### src/rtl/spi_flash_pkg.sv
// Shared constants and state encoding for the SPI configuration-flash reader.
package spi_flash_pkg;

  localparam logic [7:0]  CMD_READ  = 8'h03;
  localparam int unsigned ADDR_BITS = 24;
  // Opcode plus address, shifted out as one 32-bit header.
  localparam int unsigned HDR_BITS  = 8 + ADDR_BITS;

  typedef enum logic [2:0] {
    IDLE,
    CS_SETUP,
    CMD,
    ADDR,
    DATA,
    CS_HOLD,
    DONE
  } state_e;

endpackage

### src/rtl/spi_flash_reader_sck_gen.sv
// SPI mode-0 clock generator: CLK_DIV clk cycles per SCK phase.
// Ports:
//   clk, rst  : system clock, synchronous active-high reset
//   en_i      : run the clock; when low SCK is forced low and the phase restarts
//   hold_i    : stretch the low phase (blocks the next rising edge)
//   sck_o     : registered SCK level
//   rise_c_o  : combinational, high in the cycle whose clk edge drives SCK 0->1
//   fall_c_o  : combinational, high in the cycle whose clk edge drives SCK 1->0
module spi_sck_gen #(
  parameter int unsigned CLK_DIV = 4
) (
  input  logic clk,
  input  logic rst,
  input  logic en_i,
  input  logic hold_i,
  output logic sck_o,
  output logic rise_c_o,
  output logic fall_c_o
);

  localparam int unsigned CNT_W = 8;

  logic [CNT_W-1:0] cnt_q, cnt_d;
  logic             sck_q, sck_d;
  logic             last_c;

  assign last_c   = (cnt_q == CNT_W'(CLK_DIV - 1));
  assign rise_c_o = en_i && !sck_q && last_c && !hold_i;
  assign fall_c_o = en_i && sck_q && last_c;
  assign sck_o    = sck_q;

  // Phase counter; saturates at the end of the low phase while held.
  always_comb begin
    cnt_d = cnt_q;
    sck_d = sck_q;
    if (!en_i) begin
      cnt_d = '0;
      sck_d = 1'b0;
    end else if (rise_c_o || fall_c_o) begin
      cnt_d = '0;
      sck_d = !sck_q;
    end else if (!last_c) begin
      cnt_d = cnt_q + CNT_W'(1);
    end
  end

  always_ff @(posedge clk) begin
    if (rst) begin
      cnt_q <= '0;
      sck_q <= 1'b0;
    end else begin
      cnt_q <= cnt_d;
      sck_q <= sck_d;
    end
  end

endmodule

### src/rtl/spi_flash_reader.sv
// SPI initiator issuing READ (0x03) + 24-bit address to the configuration
// flash, then streaming len bytes out over a valid/ready interface.
// Ports:
//   clk, rst            : system clock, synchronous active-high reset
//   start, addr, len    : request (sampled in IDLE), byte address, byte count
//   busy, done          : transaction in flight / one-cycle completion pulse
//   rd_data, rd_valid,
//   rd_ready            : received byte stream, held until accepted
//   flash_cs/sck/mosi,
//   flash_miso          : flash pins (CS active-low, SPI mode 0)
module spi_flash_reader
  import spi_flash_pkg::*;
#(
  parameter int unsigned CLK_DIV = 4,
  parameter int unsigned LEN_W   = 16
) (
  input  logic                 clk,
  input  logic                 rst,
  input  logic                 start,
  input  logic [ADDR_BITS-1:0] addr,
  input  logic [LEN_W-1:0]     len,
  output logic                 busy,
  output logic                 done,
  output logic [7:0]           rd_data,
  output logic                 rd_valid,
  input  logic                 rd_ready,
  output logic                 flash_cs,
  output logic                 flash_sck,
  output logic                 flash_mosi,
  input  logic                 flash_miso
);

  localparam int unsigned CNT_W = 9;

  state_e              state_q;
  logic [HDR_BITS-1:0] shift_q;
  logic [LEN_W-1:0]    rem_q;
  logic [5:0]          bit_cnt_q;
  logic [CNT_W-1:0]    cnt_q;
  logic [7:0]          rx_q;
  logic                pend_q;
  logic                cs_q, busy_q, done_q, rd_valid_q;
  logic [7:0]          rd_data_q;

  logic sck_en_c, sck_hold_c, sck_rise_c, sck_fall_c;

  assign sck_en_c   = (state_q == CMD) || (state_q == ADDR) || (state_q == DATA);
  // Block the 8th rising edge of a byte until the output register is free.
  assign sck_hold_c = (state_q == DATA) && (bit_cnt_q[2:0] == 3'd7) &&
                      (rd_valid_q || pend_q);

  spi_sck_gen #(
    .CLK_DIV (CLK_DIV)
  ) u_sck_gen (
    .clk      (clk),
    .rst      (rst),
    .en_i     (sck_en_c),
    .hold_i   (sck_hold_c),
    .sck_o    (flash_sck),
    .rise_c_o (sck_rise_c),
    .fall_c_o (sck_fall_c)
  );

  // MOSI is the header MSB; the header drains to zero, so MOSI is 0 in DATA.
  assign flash_mosi = shift_q[HDR_BITS-1];
  assign flash_cs   = cs_q;
  assign busy       = busy_q;
  assign done       = done_q;
  assign rd_data    = rd_data_q;
  assign rd_valid   = rd_valid_q;

  always_ff @(posedge clk) begin
    if (rst) begin
      state_q    <= IDLE;
      shift_q    <= '0;
      rem_q      <= '0;
      bit_cnt_q  <= '0;
      cnt_q      <= '0;
      rx_q       <= '0;
      pend_q     <= 1'b0;
      cs_q       <= 1'b1;
      busy_q     <= 1'b0;
      done_q     <= 1'b0;
      rd_valid_q <= 1'b0;
      rd_data_q  <= '0;
    end else begin
      done_q <= 1'b0;
      pend_q <= 1'b0;

      // Output byte register: load one clk after the byte's last sample.
      if (pend_q) begin
        rd_data_q  <= rx_q;
        rd_valid_q <= 1'b1;
      end else if (rd_valid_q && rd_ready) begin
        rd_valid_q <= 1'b0;
      end

      case (state_q)
        IDLE: begin
          if (start) begin
            busy_q <= 1'b1;
            rem_q  <= len;
            if (len == '0) begin
              state_q <= DONE;
              done_q  <= 1'b1;
            end else begin
              state_q <= CS_SETUP;
              cs_q    <= 1'b0;
              shift_q <= {CMD_READ, addr};
              cnt_q   <= '0;
            end
          end
        end

        CS_SETUP: begin
          if (cnt_q == CNT_W'(CLK_DIV - 1)) begin
            state_q   <= CMD;
            bit_cnt_q <= '0;
          end else begin
            cnt_q <= cnt_q + CNT_W'(1);
          end
        end

        CMD, ADDR: begin
          if (sck_fall_c) begin
            shift_q   <= shift_q << 1;
            bit_cnt_q <= bit_cnt_q + 6'd1;
            if (state_q == CMD && bit_cnt_q == 6'd7) begin
              state_q <= ADDR;
            end
            if (state_q == ADDR && bit_cnt_q == 6'd31) begin
              state_q   <= DATA;
              bit_cnt_q <= '0;
            end
          end
        end

        DATA: begin
          if (sck_rise_c) begin
            rx_q      <= {rx_q[6:0], flash_miso};
            bit_cnt_q <= bit_cnt_q + 6'd1;
            if (bit_cnt_q[2:0] == 3'd7) begin
              pend_q <= 1'b1;
              rem_q  <= rem_q - LEN_W'(1);
            end
          end
          // Leave on the falling edge that follows the final byte's 8th rise.
          if (sck_fall_c && bit_cnt_q[2:0] == 3'd0 && rem_q == '0) begin
            state_q <= CS_HOLD;
            cnt_q   <= '0;
          end
        end

        CS_HOLD: begin
          // First CLK_DIV cycles CS stays low, next CLK_DIV cycles deselected.
          if (cnt_q == CNT_W'(CLK_DIV - 1)) begin
            cs_q <= 1'b1;
          end
          if (cnt_q == CNT_W'(2 * CLK_DIV - 1)) begin
            state_q <= DONE;
            done_q  <= 1'b1;
          end else begin
            cnt_q <= cnt_q + CNT_W'(1);
          end
        end

        DONE: begin
          state_q <= IDLE;
          busy_q  <= 1'b0;
        end

        default: state_q <= IDLE;
      endcase
    end
  end

endmodule
### config.mk
export PLATFORM = sky130hd
export DESIGN_NAME = spi_flash_reader
export DESIGN_NICKNAME = d
export VERILOG_FILES = /design/src/rtl/spi_flash_pkg.sv /design/src/rtl/spi_flash_reader_sck_gen.sv /design/src/rtl/spi_flash_reader.sv
export SDC_FILE = /design/constraint.sdc
export NUM_CORES = 1
export LEC_CHECK = 0
export CORE_UTILIZATION = 34
export DETAILED_ROUTE_END_ITERATION = 6
export DONT_BUFFER_PORTS = 1
export PLACE_DENSITY = 0.56
export SKIP_LAST_GASP = 1
export SLEW_MARGIN = 20
export SYNTH_ARGS = -nofsm -noshare
export SYNTH_HDL_FRONTEND = slang
export SYNTH_SLANG_ARGS = --single-unit
export TNS_END_PERCENT = 10
### constraint.sdc
create_clock -name clk -period 2.85 [get_ports clk]
set_input_delay 0.4275 -clock clk [delete_from_list [all_inputs] [get_ports clk]]
set_output_delay 0.4275 -clock clk [all_outputs]
set_load 0.05 [all_outputs]
# Word level (Yosys, flattened, before mapping)
# Index checks and enable logic that the tools add are counted.
# word_totals
in_bits	45
register_bits	96
# classes
mux	41
bitwise	3
n_addsub	4
eq_ne	24
n_reduce_logical	41
# ops
cell	n
$mux 32	3
$pmux 32 s2	1
$mux 16	3
$mux 9	5
$pmux 9 s4	1
$logic_not 16->1	2
$pmux 16 s2	1
$mux 3	8
$mux 6	4
$pmux 6 s3	1
$ne 2x2->1 const B	8
$reduce_and 4->1	4
$sub 16x1->16 const B	1
$pmux 3 s5	1
$eq 3x3->1 const B	4
$logic_and 1x1->1	12
$reduce_and 6->1	2
$mux 1	10
$reduce_bool 2->1	5
$add 9x1->9 const B	1
$eq 9x2->1 const B	1
$eq 9x3->1 const B	1
$add 8x1->8 const B	1
$eq 8x2->1 const B	1
17 further kinds	32

# Longest topological paths before layout
# Gate-level depths: netlist of the first run.
# depth
depth_word	9
mapped_depth	8
depth_no_buf	7

# Cells and area by module
# Synthesis of the first run repeated with hierarchy kept, for this count alone.
# unflattened
cells_unflattened	635
area_unflattened_um2	4942.2
# modules_own_cells
module	cells_each	area_each_um2	instances
spi_flash_reader	584	4504.3	1
spi_sck_gen	51	437.9	1

# Worst setup path after synthesis of the first run
# OpenSTA, ideal clock, no wires.
# synth_path
path_type	flip-flop to flip-flop
start	reg u_sck_gen.cnt_q[0]
end	reg rx_q[7]
path_buffers	2
arrival_time_ps	2276
path_stages_with_launch	9
setup_slack_ps	447
cell_sequence	dfxtp_1 > ha_1 > or4b_4 > or2_1 > buf_6 > or4_4 > buf_6 > mux2i_1 > nor2_1
# synth_between
elab_chain_cells	4
# synth_lines
element	line	source
start: declaration	spi_flash_reader_sck_gen.sv:23	logic [CNT_W-1:0] cnt_q, cnt_d;
start signal: assignment	spi_flash_reader_sck_gen.sv:52	cnt_q <= cnt_d;
$eq 8x2->1	spi_flash_reader_sck_gen.sv:27	assign last_c = (cnt_q == CNT_W'(CLK_DIV - 1));
$logic_and 1x1->1 (2 in a row)	spi_flash_reader_sck_gen.sv:28	assign rise_c_o = en_i && !sck_q && last_c && !hold_i;
$reduce_and 2->1 (no source line)	--	
end signal: assignment	spi_flash_reader.sv:140	rx_q <= {rx_q[6:0], flash_miso};
end: declaration	spi_flash_reader.sv:40	logic [7:0] rx_q;
# Every way passes these cells.
# A chain may end at the register's enable or synchronous reset.

# Worst setup path after layout of the first run
# layout_path
start	reg u_sck_gen.cnt_q[0]
end	reg rem_q[9]
# layout_between
elab_chain_cells	5
# layout_lines
element	line	source
$eq 8x2->1	spi_flash_reader_sck_gen.sv:27	
$logic_and 1x1->1 (2 in a row)	spi_flash_reader_sck_gen.sv:28	
$ne 2x1->1 (no source line)	--	
$reduce_and 4->1 (no source line)	--	
end signal: assignment	spi_flash_reader.sv:102	rem_q <= len;
end signal: assignment	spi_flash_reader.sv:144	rem_q <= rem_q - LEN_W'(1);
end: declaration	spi_flash_reader.sv:37	logic [LEN_W-1:0] rem_q;
# Every way passes these cells.

==> reports/metrics.yaml, run 1 <==
status:
  status: "finished clean"
timing:
  fin_tns_setup_ns: 0
  setup_viol_count_final: 0
  worst_slew_pin_slew_ns: 0.802
  max_freq_ghz: 0.370
  finalCritPeriodShare_pct: 94.7
  slew-limit-headroom_pct: 46.2
  rsz0062_at_grt: "false"
  clock-skew-final_ns: 0.00566
  drv_slew: 0
  worst_slack_ns: 0.150
  fin_crit_ns: 2.70
  fin_hold_ws_ns: 0.160
  finalHoldViolCount: 0
cts:
  cts_setup_buffers: 0
  cts_tree: "yes"
  h-tree-depth: 3
  cts_hold_buffers: 0
  ctsResizeCount: 0
  cts.sinks: 96
  clk-insertion-delay-late_ns: 0.35
  cts.clk_slew.worst_paths_ns: 0.07
  cts_buffer_depth: 2
  clk_root_buffer_cell: "clkbuf_16"
  cts_made_buffers: 9
power_and_ir_drop:
  vdd_drop_max_mv: 0.447
  power_density_mw_per_mm2: 794
  p_leak_nw: 1.85
  fin_total_pwr_mw: 4.15
routing:
  viasPerCell: 5.64
  drt_iter0_markers: 166
  num_vias: 4121
  ant_nets: 0
  drt_wl_total_um: 11200
  firstDrtPassIters: 5
  wl_per_cell_um: 15.4
  drc_errors: 0
place:
  dp.cells: 715
  post-place-ws_ns: 0.200
  hpwl_um: 7790
  gp_congestion: 0.813
  place_area_sq_mm: 0.00494
  io_buffer_count: 0
layout:
  final_common_cell: "dfxtp_1"
  fin_util_pct: 39.0
  drive_above_1_share_pct: 9.55
  finalNetCount: 602
  final_cells: 731
  seq_area_sq_mm: 0.00192
  n_fill_cell: 1349
  multiInputGateArea_sq_mm: 0.00260
  most-common-layout-cells: "95 x dfxtp_1, 71 x nor2_1, 42 x nand2_1"
  design_area_sq_mm: 0.00523
  diodes: 0
  syn2layout_area_growth_pct: 10.8
worst_setup_path:
  r2r_setup_slack_ns: 0.15
  rr_startpoint: "u_sck_gen.cnt_q[0]"
  crit_path_end_kind: "flop"
  cp_data_required_time_ns: 3.11
  r2r-end: "rem_q[9]"
  reg2regPathDepth: 6
  cp_max_fo: 16
  worstPathArrival_ns: 2.96
  path_class: "reg2reg"
  cp-start-kind: "flop"
floorplan:
  core_region_area_sq_mm: 0.0134
  dieArea_sq_mm: 0.0144
  dieWidth_um: 120
  initial_core_util_pct: 35.2
  rows: 42
  io_pins: 59
  fp.dieH_um: 120
logic_synthesis:
  yosysSeqAreaShare_pct: 40.7
  yosysTopAreaCellShare_pct: 40.7
  yosysWarnings: 0
  synth_cells: 556
  synthesis.area_sq_mm: 0.00472
  ys_ff_latch: 96
  ys_top_cells_by_area: "dfxtp_1 41%, mux2i_1 8.5%, nor2_1 5.6%"
  synth_top_flop_cell: "dfxtp_1"
  yosysUniqueCellTypes: 63
  synth_nets: 608
  synth-edff-count: 0
  avgSynthCellArea_sq_um: 8.49
  yosysTopAreaCell: "dfxtp_1"
  async_reset_ff_share_pct: 0
global_route:
  overflow: 0
  grt_pass1_vias: 3767
  grt_pass1_wl_um: 18400
  grt_max_degree: 78
  grt_util_all_layers_pct: 16.0
  grt_antenna_before_repair: 0
job:
  maxCapViolCount: 0
worst_hold_path:
  hold_class: "in2reg"
  holdPathStages: 1
  min_to: "rem_q[9]"
  min_from: "rst"
## logic make-up (layout without fill, tap and decap cells)
kind of cell               after synthesis  in the layout  share of synthesized area (%)
adders and majority gates                7              7                           1.86
and+or+nand+nor                        216            216                           22.6
AOI/OAI and AO/OA                      140            140                           20.4
DFF                                     96             96                           40.7
buffers and inverters                   49             48                           4.37
xor gates and xnor gates                 7              7                           1.30
muxes                                   41             41                           8.72
## synth_stat cells (all sizes together) (3+ instances only)
library cell / n
a41oi: 3
o22ai: 7
nand4: 9
buf: 9
nand3: 22
clkbuf: 26
a31o: 3
nor4: 8
a21oi: 30
o221a: 3
mux2i: 40
o32ai: 4
a22oi: 3
nand2b: 5
nor3b: 5
xor2: 6
or3: 5
a211oi: 29
nor3: 24
o21a: 5
dfxtp: 96
nand2: 42
o21ai: 28
or4: 9
and3: 6
inv: 14
a221oi: 3
nor2: 71
ha: 7
and2: 3
## cell type report
cell class | instances | area share, %
inverters | 14 | 1.00
clock inverters | 7 | 1.20
flip-flops and latches | 96 | 36.8
repair buffers | 18 | 2.82
well taps | 176 | 4.21
clock buffers | 9 | 4.31
multi-input cells | 411 | 49.7
## where the power goes
group / total (mW) / internal [mW] / switching (mW)
combinational: 1.22 / 0.495 / 0.721
clock: 1.19 / 0.612 / 0.573
sequential: 1.75 / 1.54 / 0.205
total: 4.15 / 2.65 / 1.50
## flip-flops by register name (all words and copies together), names as in the netlist
name,count
bit_cnt_q,6
busy,1
cnt_q,9
done,1
flash_cs,1
pend_q,1
rd_data,8
rd_valid,1
rem_q,16
rx_q,8
shift_q,32
state_q,3
u_sck_gen.cnt_q,8
u_sck_gen.sck_o,1
## per-layer routing
| layer | up-vias | share of wire (%) | global-route usage, % |
|---|---|---|---|
| li1 | 2052 | - | - |
| met1 | 1981 | 47 | 20.6 |
| met2 | 70 | 47 | 25.1 |
| met3 | 18 | 3.9 | 3.94 |
| met4 | 0 | 2.3 | 7.66 |
| met5 | - | 0 | 0 |
## how the worst max path moves through the flow
stage	from	endpoint	depth (start not counted)	slack (ns)
finish	u_sck_gen.cnt_q[0]	rem_q[9]	6	0.15
global route	u_sck_gen.cnt_q[0]	rem_q[13]	6	0.05
CTS	u_sck_gen.cnt_q[0]	rem_q[13]	6	0.18
detailed placement	u_sck_gen.cnt_q[0]	rem_q[13]	6	0.20
global placement	u_sck_gen.cnt_q[0]	rem_q[9]	6	0.27
floorplan	u_sck_gen.cnt_q[0]	rx_q[7]	8	0.45
## worst max-delay path, stage by stage (launching register included)
cell      delay (ns)
dfxtp_1         0.40
ha_1            0.25
or4b_4          0.52
or4_4           0.55
a21oi_4         0.40
o21ai_0         0.18
a221oi_1        0.30
Note: power is estimated with default switching activity, not from simulation.
==> run 2: changes to the inputs <==
Settings changed: CTS_CLUSTER_DIAMETER set to 120.
Clock period 2.85 ns to 3.3 ns, I/O delays scaled along.
==> reports/metrics.yaml, run 2 (same netlist as run 1, synthesis figures left out) <==
status:
  status: "finished clean"
timing:
  finalCritPeriodShare_pct: 83.8
  finalHoldViolCount: 0
  slew-limit-headroom_pct: 45.7
  fin_tns_setup_ns: 0
  clock-skew-final_ns: 0.0127
  fin_hold_ws_ns: 0.232
  max_freq_ghz: 0.362
  rsz0062_at_grt: "false"
  setup_viol_count_final: 0
  drv_slew: 0
  fin_crit_ns: 2.76
  worst_slew_pin_slew_ns: 0.807
worst_setup_path:
  crit_path_end_kind: "flop"
  worstPathArrival_ns: 3.01
  path_class: "reg2reg"
  path_cells: "ha_1, or4b_4, or4_4, a21oi_4, o21ai_0, a221oi_1"
  slowest_stage: "or4_4"
  cp_max_fo: 19
  cp.buffers_inverters: 0
  cp_data_required_time_ns: 3.54
  r2r-end: "rem_q[13]"
  rr_startpoint: "u_sck_gen.cnt_q[1]"
  startpoint: "u_sck_gen.cnt_q[1]"
  crit_path_max_incr_delay_ns: 0.56
  reg2regPathDepth: 6
  cp-start-kind: "flop"
  critPathTopFamily: "simple AND/OR/NAND/NOR gates"
  r2r_setup_slack_ns: 0.54
global_route:
  grt_pass1_vias: 3858
  grt_antenna_before_repair: 0
  grt_util_all_layers_pct: 16.6
  overflow: 0
  grt_pass1_wl_um: 19100
  grt_max_degree: 78
routing:
  wl_per_cell_um: 15.5
  firstDrtPassIters: 4
  drt_iter0_markers: 228
  num_vias: 4038
  drc_errors: 0
  viasPerCell: 5.57
  drt_wl_total_um: 11300
  ant_nets: 0
layout:
  top_regs: "shift_q (32), rem_q (16), cnt_q (9)"
  most-common-layout-cells: "95 x dfxtp_1, 71 x nor2_1, 42 x nand2_1"
  n_fill_cell: 1391
  syn2layout_area_growth_pct: 9.28
  top_register: "shift_q"
  final_cells: 725
  final_common_cell: "dfxtp_1"
  design_area_sq_mm: 0.00516
  fin_util_pct: 38.5
  largest_reg_flops: 32
  finalNetCount: 596
  drive_above_1_share_pct: 8.38
  diodes: 0
place:
  hpwl_um: 7760
  io_buffer_count: 0
  place_area_sq_mm: 0.00488
  dp.cells: 709
  gp_congestion: 0.809
power_and_ir_drop:
  internal-power_mw: 2.26
  switching_share_pct: 35.7
  power_density_mw_per_mm2: 681
  p_leak_nw: 1.81
  vdd_drop_max_mv: 0.291
  p_clk_share_pct: 27.7
  combPwrFrac_pct: 29.3
  p_sw_mw: 1.25
  power_frac_seq_pct: 43.0
floorplan:
  dieArea_sq_mm: 0.0144
  dieWidth_um: 120
  io_pins: 59
  rows: 42
  core_region_area_sq_mm: 0.0134
  initial_core_util_pct: 35.2
  fp.dieH_um: 120
worst_hold_path:
  min_from: "rst"
  holdPathStages: 1
  hold_class: "in2reg"
  min_to: "rem_q[8]"
cts:
  cts_hold_buffers: 0
  cts_tree: "yes"
  ctsResizeCount: 0
  cts.sinks: 96
  cts_made_buffers: 9
  clk-insertion-delay-late_ns: 0.35
  cts_buffer_depth: 2
  h-tree-depth: 3
  clk_root_buffer_cell: "clkbuf_16"
  cts.clk_slew.worst_paths_ns: 0.06
  cts_setup_buffers: 0
job:
  maxCapViolCount: 0
-- run 2: changes by cell type in the layout (fill, tap and decap cells not counted) --
cell / change
clkinv_4: +1
inv_6: +1
clkinv_2: +1
clkinvlp_4: -1
buf_12: -1
buf_4: -5
clkbuf_1: +1
inv_8: -3
-- run 2: power groups by stage --
stage | combinational (mW) | clock (mW) | sequential, mW
after floorplan | 0.835 | 0 | 1.47
final | 1.03 | 0.974 | 1.51
after global placement | 1.00 | 0 | 1.52
after CTS | 1.03 | 1.00 | 1.51
after global routing | 1.16 | 1.04 | 1.53
after detailed placement | 1.03 | 0 | 1.53
-- run 2: layout make-up --
class / instances / area [sq um] / share of cell area, %
clock buffer: 10 / 229 / 4.44
clock inverter: 6 / 43.8 / 0.849
inverter: 14 / 52.6 / 1.02
multi-input combinational: 411 / 2600 / 50.4
sequential: 96 / 1920 / 37.3
tap: 176 / 220 / 4.27
timing repair buffer: 12 / 90.1 / 1.75
-- run 2: worst max-delay path by stage --
stage                 to  slack (ns)  depth (start not counted)
2_1_floorplan    rx_q[7]        0.90                          8
3_3_place_gp    rem_q[9]        0.65                          6
3_5_place_dp   rem_q[13]        0.59                          6
4_1_cts         rem_q[3]        0.59                          6
5_1_grt        rem_q[13]        0.39                          6
6_report       rem_q[13]        0.54                          6
-- run 2: layer usage --
| metal | share of wire (%) | track usage [%] | vias up | routed length (um) |
|---|---|---|---|---|
| li1 | - | - | 2043 | - |
| met1 | 46 | 20.6 | 1904 | 5210 |
| met2 | 48 | 27.3 | 76 | 5360 |
| met3 | 4.1 | 3.66 | 15 | 457 |
| met4 | 2.1 | 7.58 | 0 | 238 |
| met5 | 0 | 0 | - | 0 |
-- run 2: through the flow --
| stage | setup slack [ns] | power, mW |
|---|---|---|
| after floorplan | 0.897 | 2.31 |
| after global placement | 0.651 | 2.52 |
| after detailed placement | 0.588 | 2.55 |
| after CTS | 0.587 | 3.53 |
| after global routing | 0.393 | 3.74 |
| final | 0.536 | 3.51 |
